<file path="src/rtl/dmem_arbiter.sv">
// Purpose : shares one data-memory port between the CPU (default owner, no handshake) and a loader (req/ack).
// Latency : combinational; the loader is acked in the cycle its access reaches memory.
// Backpress: the CPU is stalled while the loader owns memory; loader waits are bounded by MAX_WAIT.
//
// Ports:
//   clock, reset                    rising-edge clock, synchronous active-high reset
//   cpu_addr/wdata/write/read       CPU access request; cpu_rdata and cpu_stall go back to it
//   ld_req/we/addr/wdata/lock       loader access request (held until ld_ack); ld_ack and ld_rdata go back to it
//   mem_addr/wdata/write/read       shared memory port; mem_rdata is its combinational read data
//   owner                           0 = CPU owns memory, 1 = loader owns memory
module dmem_arbiter #(
  parameter int DATA_W    = 16,
  parameter int ADDR_W    = 16,
  parameter int MAX_WAIT  = 4,
  parameter int MAX_BURST = 8
) (
  input  logic              clock,
  input  logic              reset,
  input  logic [ADDR_W-1:0] cpu_addr,
  input  logic [DATA_W-1:0] cpu_wdata,
  input  logic              cpu_write,
  input  logic              cpu_read,
  output logic [DATA_W-1:0] cpu_rdata,
  output logic              cpu_stall,
  input  logic              ld_req,
  input  logic              ld_we,
  input  logic [ADDR_W-1:0] ld_addr,
  input  logic [DATA_W-1:0] ld_wdata,
  input  logic              ld_lock,
  output logic              ld_ack,
  output logic [DATA_W-1:0] ld_rdata,
  output logic [ADDR_W-1:0] mem_addr,
  output logic [DATA_W-1:0] mem_wdata,
  output logic              mem_write,
  output logic              mem_read,
  input  logic [DATA_W-1:0] mem_rdata,
  output logic              owner
);

  typedef enum logic {
    CPU_OWN = 1'b0,
    LD_OWN  = 1'b1
  } state_t;

  localparam int WW = (MAX_WAIT > 1) ? $clog2(MAX_WAIT) : 1;
  localparam int BW = $clog2(MAX_BURST + 1);
  localparam logic [WW-1:0] WAIT_LAST  = WW'(MAX_WAIT - 1);
  localparam logic [BW-1:0] BURST_LAST = BW'(MAX_BURST - 1);

  state_t        state, state_nxt;
  logic [WW-1:0] wait_cnt, wait_cnt_nxt;
  logic [BW-1:0] burst_cnt, burst_cnt_nxt;
  logic          cpu_active;

  assign cpu_active = cpu_read | cpu_write;
  assign cpu_rdata  = mem_rdata;
  assign ld_rdata   = mem_rdata;
  assign owner      = (state == LD_OWN);

  always_ff @(posedge clock) begin
    if (reset) begin
      state     <= CPU_OWN;
      wait_cnt  <= '0;
      burst_cnt <= '0;
    end else begin
      state     <= state_nxt;
      wait_cnt  <= wait_cnt_nxt;
      burst_cnt <= burst_cnt_nxt;
    end
  end

  always_comb begin
    state_nxt     = state;
    wait_cnt_nxt  = wait_cnt;
    burst_cnt_nxt = burst_cnt;
    mem_addr      = cpu_addr;
    mem_wdata     = cpu_wdata;
    mem_write     = cpu_write;
    mem_read      = cpu_read;
    cpu_stall     = 1'b0;
    ld_ack        = 1'b0;

    case (state)
      CPU_OWN: begin
        // The CPU access in this cycle always goes through; the loader
        // takes over next cycle when the CPU is idle or has waited long enough.
        if (ld_req && (!cpu_active || wait_cnt == WAIT_LAST)) begin
          state_nxt     = LD_OWN;
          wait_cnt_nxt  = '0;
          burst_cnt_nxt = '0;
        end else if (ld_req) begin
          wait_cnt_nxt = wait_cnt + 1'b1;
        end else begin
          wait_cnt_nxt = '0;
        end
      end
      LD_OWN: begin
        cpu_stall = 1'b1;
        mem_addr  = ld_addr;
        mem_wdata = ld_wdata;
        mem_write = ld_req & ld_we;
        mem_read  = ld_req & ~ld_we;
        ld_ack    = ld_req;
        // Staying requires a locked request and room for one more access;
        // burst_cnt < MAX_BURST-1 is the same test as burst_cnt+1 < MAX_BURST.
        if (ld_req && ld_lock && burst_cnt < BURST_LAST) begin
          burst_cnt_nxt = burst_cnt + 1'b1;
        end else begin
          state_nxt     = CPU_OWN;
          burst_cnt_nxt = '0;
        end
      end
      default: begin
        state_nxt = CPU_OWN;
      end
    endcase
  end

endmodule

</file>
<file path="config.mk">
export PLATFORM = sky130hd
export DESIGN_NAME = dmem_arbiter
export DESIGN_NICKNAME = d
export VERILOG_FILES = /design/src/rtl/dmem_arbiter.sv
export SDC_FILE = /design/constraint.sdc
export NUM_CORES = 1
export LEC_CHECK = 0
export CAP_MARGIN = 20
export CORE_AREA = 2 2 49 97
export CTS_CLUSTER_SIZE = 28
export DETAILED_ROUTE_END_ITERATION = 8
export DIE_AREA = 0 0 51 99
export PLACE_DENSITY = 0.89
export SYNTH_ARGS = -nofsm -noshare
export SYNTH_HDL_FRONTEND = slang
export SYNTH_SLANG_ARGS = --single-unit
</file>
<file path="constraint.sdc">
create_clock -name clock -period 3.1 [get_ports clock]
set_input_delay 0.62 -clock clock [delete_from_list [all_inputs] [get_ports clock]]
set_output_delay 0.62 -clock clock [all_outputs]
set_load 0.02 [all_outputs]
</file>
Word-level counts from Yosys, hierarchy flattened
Index checks and enable logic that the tools add are counted. W data, S select, Z words.

Bits in registers: 7. Bits in latches: 0. RAM bits: 0. Bits in read-only memories: 0. Output and inout port bits: 69. Memories: 0.

$add $sub $neg: 2. Multiply operators: 0. Divide/modulo/power cells: 0. $lt $le $gt $ge: 1. Equality and inequality tests: 2. Shift operators: 0. Muxes and demuxes: 14. Bitwise operators: 5. Reduce and logical (&&, ||, !) cells: 5.

Operators by type and width (number): $mux W16 (2); $mux W4 (2); $pmux W4 S2 (1); $mux W1 (6); $add A4 B1 Y4 const B (1); $lt A4 B3 Y1 const B (1); $mux W2 (2); $logic_and A1 B1 Y1 (3); $add A2 B1 Y2 const B (1); $and A1 B1 Y1 (2); $eq A2 B2 Y1 const B (1); $ne A2 B2 Y1 const B (1); $not A1 Y1 (2); $pmux W1 S2 (1); $logic_not A1 Y1 (1); $logic_or A1 B1 Y1 (1); $or A1 B1 Y1 (1).

Depth between registers and ports, before layout
Depth after elaboration: 6. Gate-level depth with buffers: 5. Gate-level depth less buffers: 4.

Worst setup path before layout
OpenSTA, ideal clock, no wires.

Path kind: reg-to-output. Start: register state (netlist: owner). End: output mem_addr[0]. Arrival time: 1226 ps. Path slack: 1254 ps. Cell stages (with the launch flop): 4. Buffers on the path: 2. Cell sequence: dfxtp_1 buf_6 buf_6 mux2_2.

Longest elaborated chain between the ends: 1.

Ends and longest elaborated chain: start: declaration (RTL line 50) `state_t state, state_nxt;`; start signal: assignment (RTL line 66) `state <= state_nxt;`; $mux W16 (RTL line 83) `case (state)`; end: declaration (RTL line 32) `output logic [ADDR_W-1:0] mem_addr,`.

No other way between the ends.

Worst setup path in the final report
Start: input ld_req. End: output mem_write.

Longest elaborated chain between the ends: 2.

Ends and longest elaborated chain: start: declaration (RTL line 25) `input logic ld_req,`; $and A1 B1 Y1 (RTL line 101) `mem_write = ld_req & ld_we;`; $mux W1 (RTL line 83); end: declaration (RTL line 34) `output logic mem_write,`.

No other way between the ends.

==> run summary <==
WORST SETUP PATH
----------------------------------------------------------------------------------------
Critical Path AT                                                                 2170 ps
FF-to-FF End                                                                burst_cnt[2]$_SDFFE_PP0P_
Worst R2R Setup Slack                                                            1340 ps
Required time reported for the critical path endpoint                            2480 ps
Critical path startpoint category                                           primary input
Launching point of the worst reg2reg path                                   owner$_SDFF_PP0_
Kind of critical path                                                       primary input to output port
Crit-path most repeated cell                                                sky130_fd_sc_hd__clkdlybuf4s50_1
First element of the critical path                                                ld_req
Number of cell instances on the worst register-to-register path                        4
Delay of the slowest cell on the worst path                                       620 ps
Worst-path maximum fanout                                                              5
Category of the worst setup path capture point                               output port
Ordered cell list for the critical path                                     clkdlybuf4s50_1 > nand2_1 > inv_1 > a22o_1 > clkdlybuf4s50_1
Critical path capture point                                                    mem_write
Slowest-stage cell, CP                                                      sky130_fd_sc_hd__clkdlybuf4s50_1

GLOBAL ROUTING
----------------------------------------------------------------------------------------
GR Util All Layers                                                                 0.128
Largest net degree at the start of global routing                                     36
Number of global-route vias before repair                                          1,089
Leftover overflow at the end of global routing                                         0
Global-route wire length before repair                                           5120 µm
Antenna violations before repair                                                       0

LAYOUT
----------------------------------------------------------------------------------------
Final Net Count                                                                      273
Layout cells sized above 1                                                         0.240
ANT cells                                                                              0
Fill cell instance count of the final layout                                         414
Area growth syn-to-layout                                                          85.4%

STA
----------------------------------------------------------------------------------------
Headroom to the max-slew limit                                                     0.477
Setup Skew                                                                       2.27 ps
Fin Setup TNS                                                                       0 ps
Total setup violations reported at the end of the flow                                 0
Final max-slew violation count                                                         0
Achievable Freq                                                                0.358 GHz
Worst slew pin tran                                                               785 ps
Share of the clock period used by the worst path                                   0.901
RSZ-0062 raised after global routing                                               false
Final hold vios                                                                        0
Min cycle time layout                                                            2790 ps

LOGIC SYNTHESIS
----------------------------------------------------------------------------------------
Count of unique library cells instantiated by Yosys                                   29
Number of instances in the synthesized netlist                                       109
Share of synthesized area occupied by flip-flops and latches                       0.134
Synthesized area divided by synthesized cell count                              9.61 µm²
Post-synthesis net count                                                             198
Number of synthesized register bits                                                    7
Yosys warnings                                                                         0
Area of the mapped netlist                                                   0.00105 mm²

POWER AND IR DROP
----------------------------------------------------------------------------------------
Design internal power                                                         0.000340 W
Switching pwr                                                                 0.000129 W
Power density over the cells                                                  241 mW/mm²
Fraction of power spent switching nets                                             0.274
Combinational share of power                                                       0.516
Static Leak                                                                     0.730 nW
Peak VDD IR                                                                     0.404 mV
Register share of total power                                                      0.210
Clock share of power                                                               0.273
Total power draw                                                              0.000469 W

RUN STATUS
----------------------------------------------------------------------------------------
Run status                                                                  finished clean

FLOORPLANNING
----------------------------------------------------------------------------------------
Site Rows                                                                             34
Die area                                                                     0.00505 mm²
Initial Util                                                                       0.244
Core footprint                                                               0.00430 mm²
Number of top-level pins                                                             156
Die boundary width                                                                 51 µm
Die outline height                                                                 99 µm

CLOCKING
----------------------------------------------------------------------------------------
Deepest level of the CTS H-tree                                                        1
CTS max path bufs                                                                      2
Total of cells resized after clock tree synthesis                                      0
Clock slew seen by the registers of the worst setup and hold paths                 40 ps
Cell at the root of the clock tree                                          sky130_fd_sc_hd__clkbuf_8
Clock tree from TritonCTS                                                          built
Clock latency of the later-clocked register in the worst-skew pair                230 ps
Number of setup buffers added after CTS                                                0
CTS sink cnt                                                                           7
Cts hold-fix bufs                                                                      0
Cts bufs inserted                                                                      3

ROUTING
----------------------------------------------------------------------------------------
Drt total wl                                                                     3380 µm
Antenna violation net count after detailed routing                                     0
Number of search-and-repair iterations in the first detailed-routing pass              3
DRC violation total after the first TritonRoute iteration                              1
Drt wl/cell                                                                      14.2 µm
Vias per cell                                                                       4.47
Overall via count from detail_route                                                1,060
Final routed DRC violation total                                                       0

PLACED DESIGN
----------------------------------------------------------------------------------------
Detailed placer's ending HPWL                                                    2830 µm
Final RePlAce weighted congestion                                                  0.770
Port Buffer Count                                                                    107

MIN PATH
----------------------------------------------------------------------------------------
Path category of the worst min-delay check                                  flop to flop

JOB
----------------------------------------------------------------------------------------
Max-cap check violation count                                                          0

[routing by layer]
metal,up-vias,part of all wire,global-route usage
li1,505,-,-
met1,463,0.29,0.110
met5,-,0,0
met4,0,0.019,0.0395
met3,20,0.16,0.0667
met2,72,0.53,0.244
[critical path, delay by kind of cell]
| kind | cells | cell delay, ps |
|---|---|---|
| AO/OA/AOI/OAI | 1 | 130 |
| buffers and inverters | 3 | 1310 |
| AND/OR/NAND/NOR | 1 | 110 |
[flip-flops by register name, indices dropped and copies added (netlist names)]
signal / flops
burst_cnt: 4
owner: 1
wait_cnt: 2
[cells in the final DEF (no fill, tap or decap), types with 2 or more instances in the layout]
cell type,count
sky130_fd_sc_hd__clkbuf_8,3
sky130_fd_sc_hd__clkdlybuf4s50_1,107
sky130_fd_sc_hd__dfxtp_1,6
sky130_fd_sc_hd__mux2_2,32
sky130_fd_sc_hd__a32o_1,2
sky130_fd_sc_hd__inv_1,3
sky130_fd_sc_hd__nand2_1,4
sky130_fd_sc_hd__ha_1,2
sky130_fd_sc_hd__nand3_1,2
[Yosys cell counts]
library cell                count  area (µm²)
sky130_fd_sc_hd__o22ai_2        1        12.5
sky130_fd_sc_hd__nand3_1        2        10.0
sky130_fd_sc_hd__buf_6          4        45.0
sky130_fd_sc_hd__inv_1          3        11.3
sky130_fd_sc_hd__a221o_1        1        10.0
sky130_fd_sc_hd__nor4b_2        1        15.0
sky130_fd_sc_hd__dfxtp_1        7         140
sky130_fd_sc_hd__or3_1          1        6.26
sky130_fd_sc_hd__o21bai_4       1        18.8
sky130_fd_sc_hd__mux2_2        32         360
sky130_fd_sc_hd__nand4b_2       1        15.0
sky130_fd_sc_hd__o2bb2ai_1      1        8.76
sky130_fd_sc_hd__a21o_1         1        7.51
sky130_fd_sc_hd__inv_2          1        3.75
sky130_fd_sc_hd__or2_2          1        6.26
sky130_fd_sc_hd__ha_1           2        25.0
sky130_fd_sc_hd__nand2b_1       1        6.26
sky130_fd_sc_hd__a21oi_1        1        5.00
sky130_fd_sc_hd__buf_2          1        5.00
sky130_fd_sc_hd__nor4b_1        1        8.76
sky130_fd_sc_hd__a32o_1         2        20.0
sky130_fd_sc_hd__buf_4         33         248
sky130_fd_sc_hd__and3_1         1        6.26
sky130_fd_sc_hd__nor2b_1        1        6.26
sky130_fd_sc_hd__a22o_1         1        8.76
sky130_fd_sc_hd__nor2_1         1        3.75
sky130_fd_sc_hd__a211oi_2       1        12.5
sky130_fd_sc_hd__nand2_1        4        15.0
sky130_fd_sc_hd__o22ai_1        1        6.26
[final cells by class]
type / count / area, µm² / area share
Timing Repair Buffer: 108 / 1080 / 0.555
Multi-Input combinational cell: 60 / 594 / 0.306
Sequential cell: 7 / 141 / 0.0728
Tap cell: 54 / 67.6 / 0.0348
Clock buffer: 4 / 45.0 / 0.0232
Inverter: 4 / 15.0 / 0.00773
[worst min path at each step]
stage                                   start                        end  slack (ps)  depth (start not counted)
floorplan           burst_cnt[3]$_SDFFE_PP0P_  burst_cnt[3]$_SDFFE_PP0P_         430                          1
global placement    burst_cnt[3]$_SDFFE_PP0P_  burst_cnt[3]$_SDFFE_PP0P_         450                          1
detailed placement  burst_cnt[3]$_SDFFE_PP0P_  burst_cnt[3]$_SDFFE_PP0P_         450                          1
CTS                 burst_cnt[3]$_SDFFE_PP0P_  burst_cnt[3]$_SDFFE_PP0P_         470                          1
global route        burst_cnt[3]$_SDFFE_PP0P_  burst_cnt[3]$_SDFFE_PP0P_         500                          1
finish              burst_cnt[3]$_SDFFE_PP0P_  burst_cnt[3]$_SDFFE_PP0P_         470                          1
[metrics by stage]
step	hold WS [ps]	setup WS [ps]	utilization	std cells	cell area [µm²]
after floorplan	434	1250	-	109	1050
after global placement	454	332	0.441	233	1900
after detailed placement	451	308	0.441	233	1900
after CTS	467	294	0.452	237	1940
after global routing	497	182	0.452	237	1940
final	467	307	0.452	237	1940
[power groups by stage]
stage	Combinational (W)	Clock [W]	Sequential [W]
finish	0.000242	0.000128	0.0000986
global route	0.000254	0.000138	0.0000994
CTS	0.000244	0.000131	0.0000987
detailed placement	0.000243	0	0.000100
global placement	0.000240	0	0.000100
floorplan	0.000155	0	0.0000957
[kinds of logic after synthesis]
family / Yosys count / share of synthesized area
AO/OA/AOI/OAI: 11 / 0.105
adder cells (fa/ha/maj): 2 / 0.0239
AND/OR/NAND/NOR: 15 / 0.0944
flip-flops: 7 / 0.134
buffers and inverters: 42 / 0.299
multiplexers: 32 / 0.344
No activity file was read; power rests on OpenSTA's default activity.
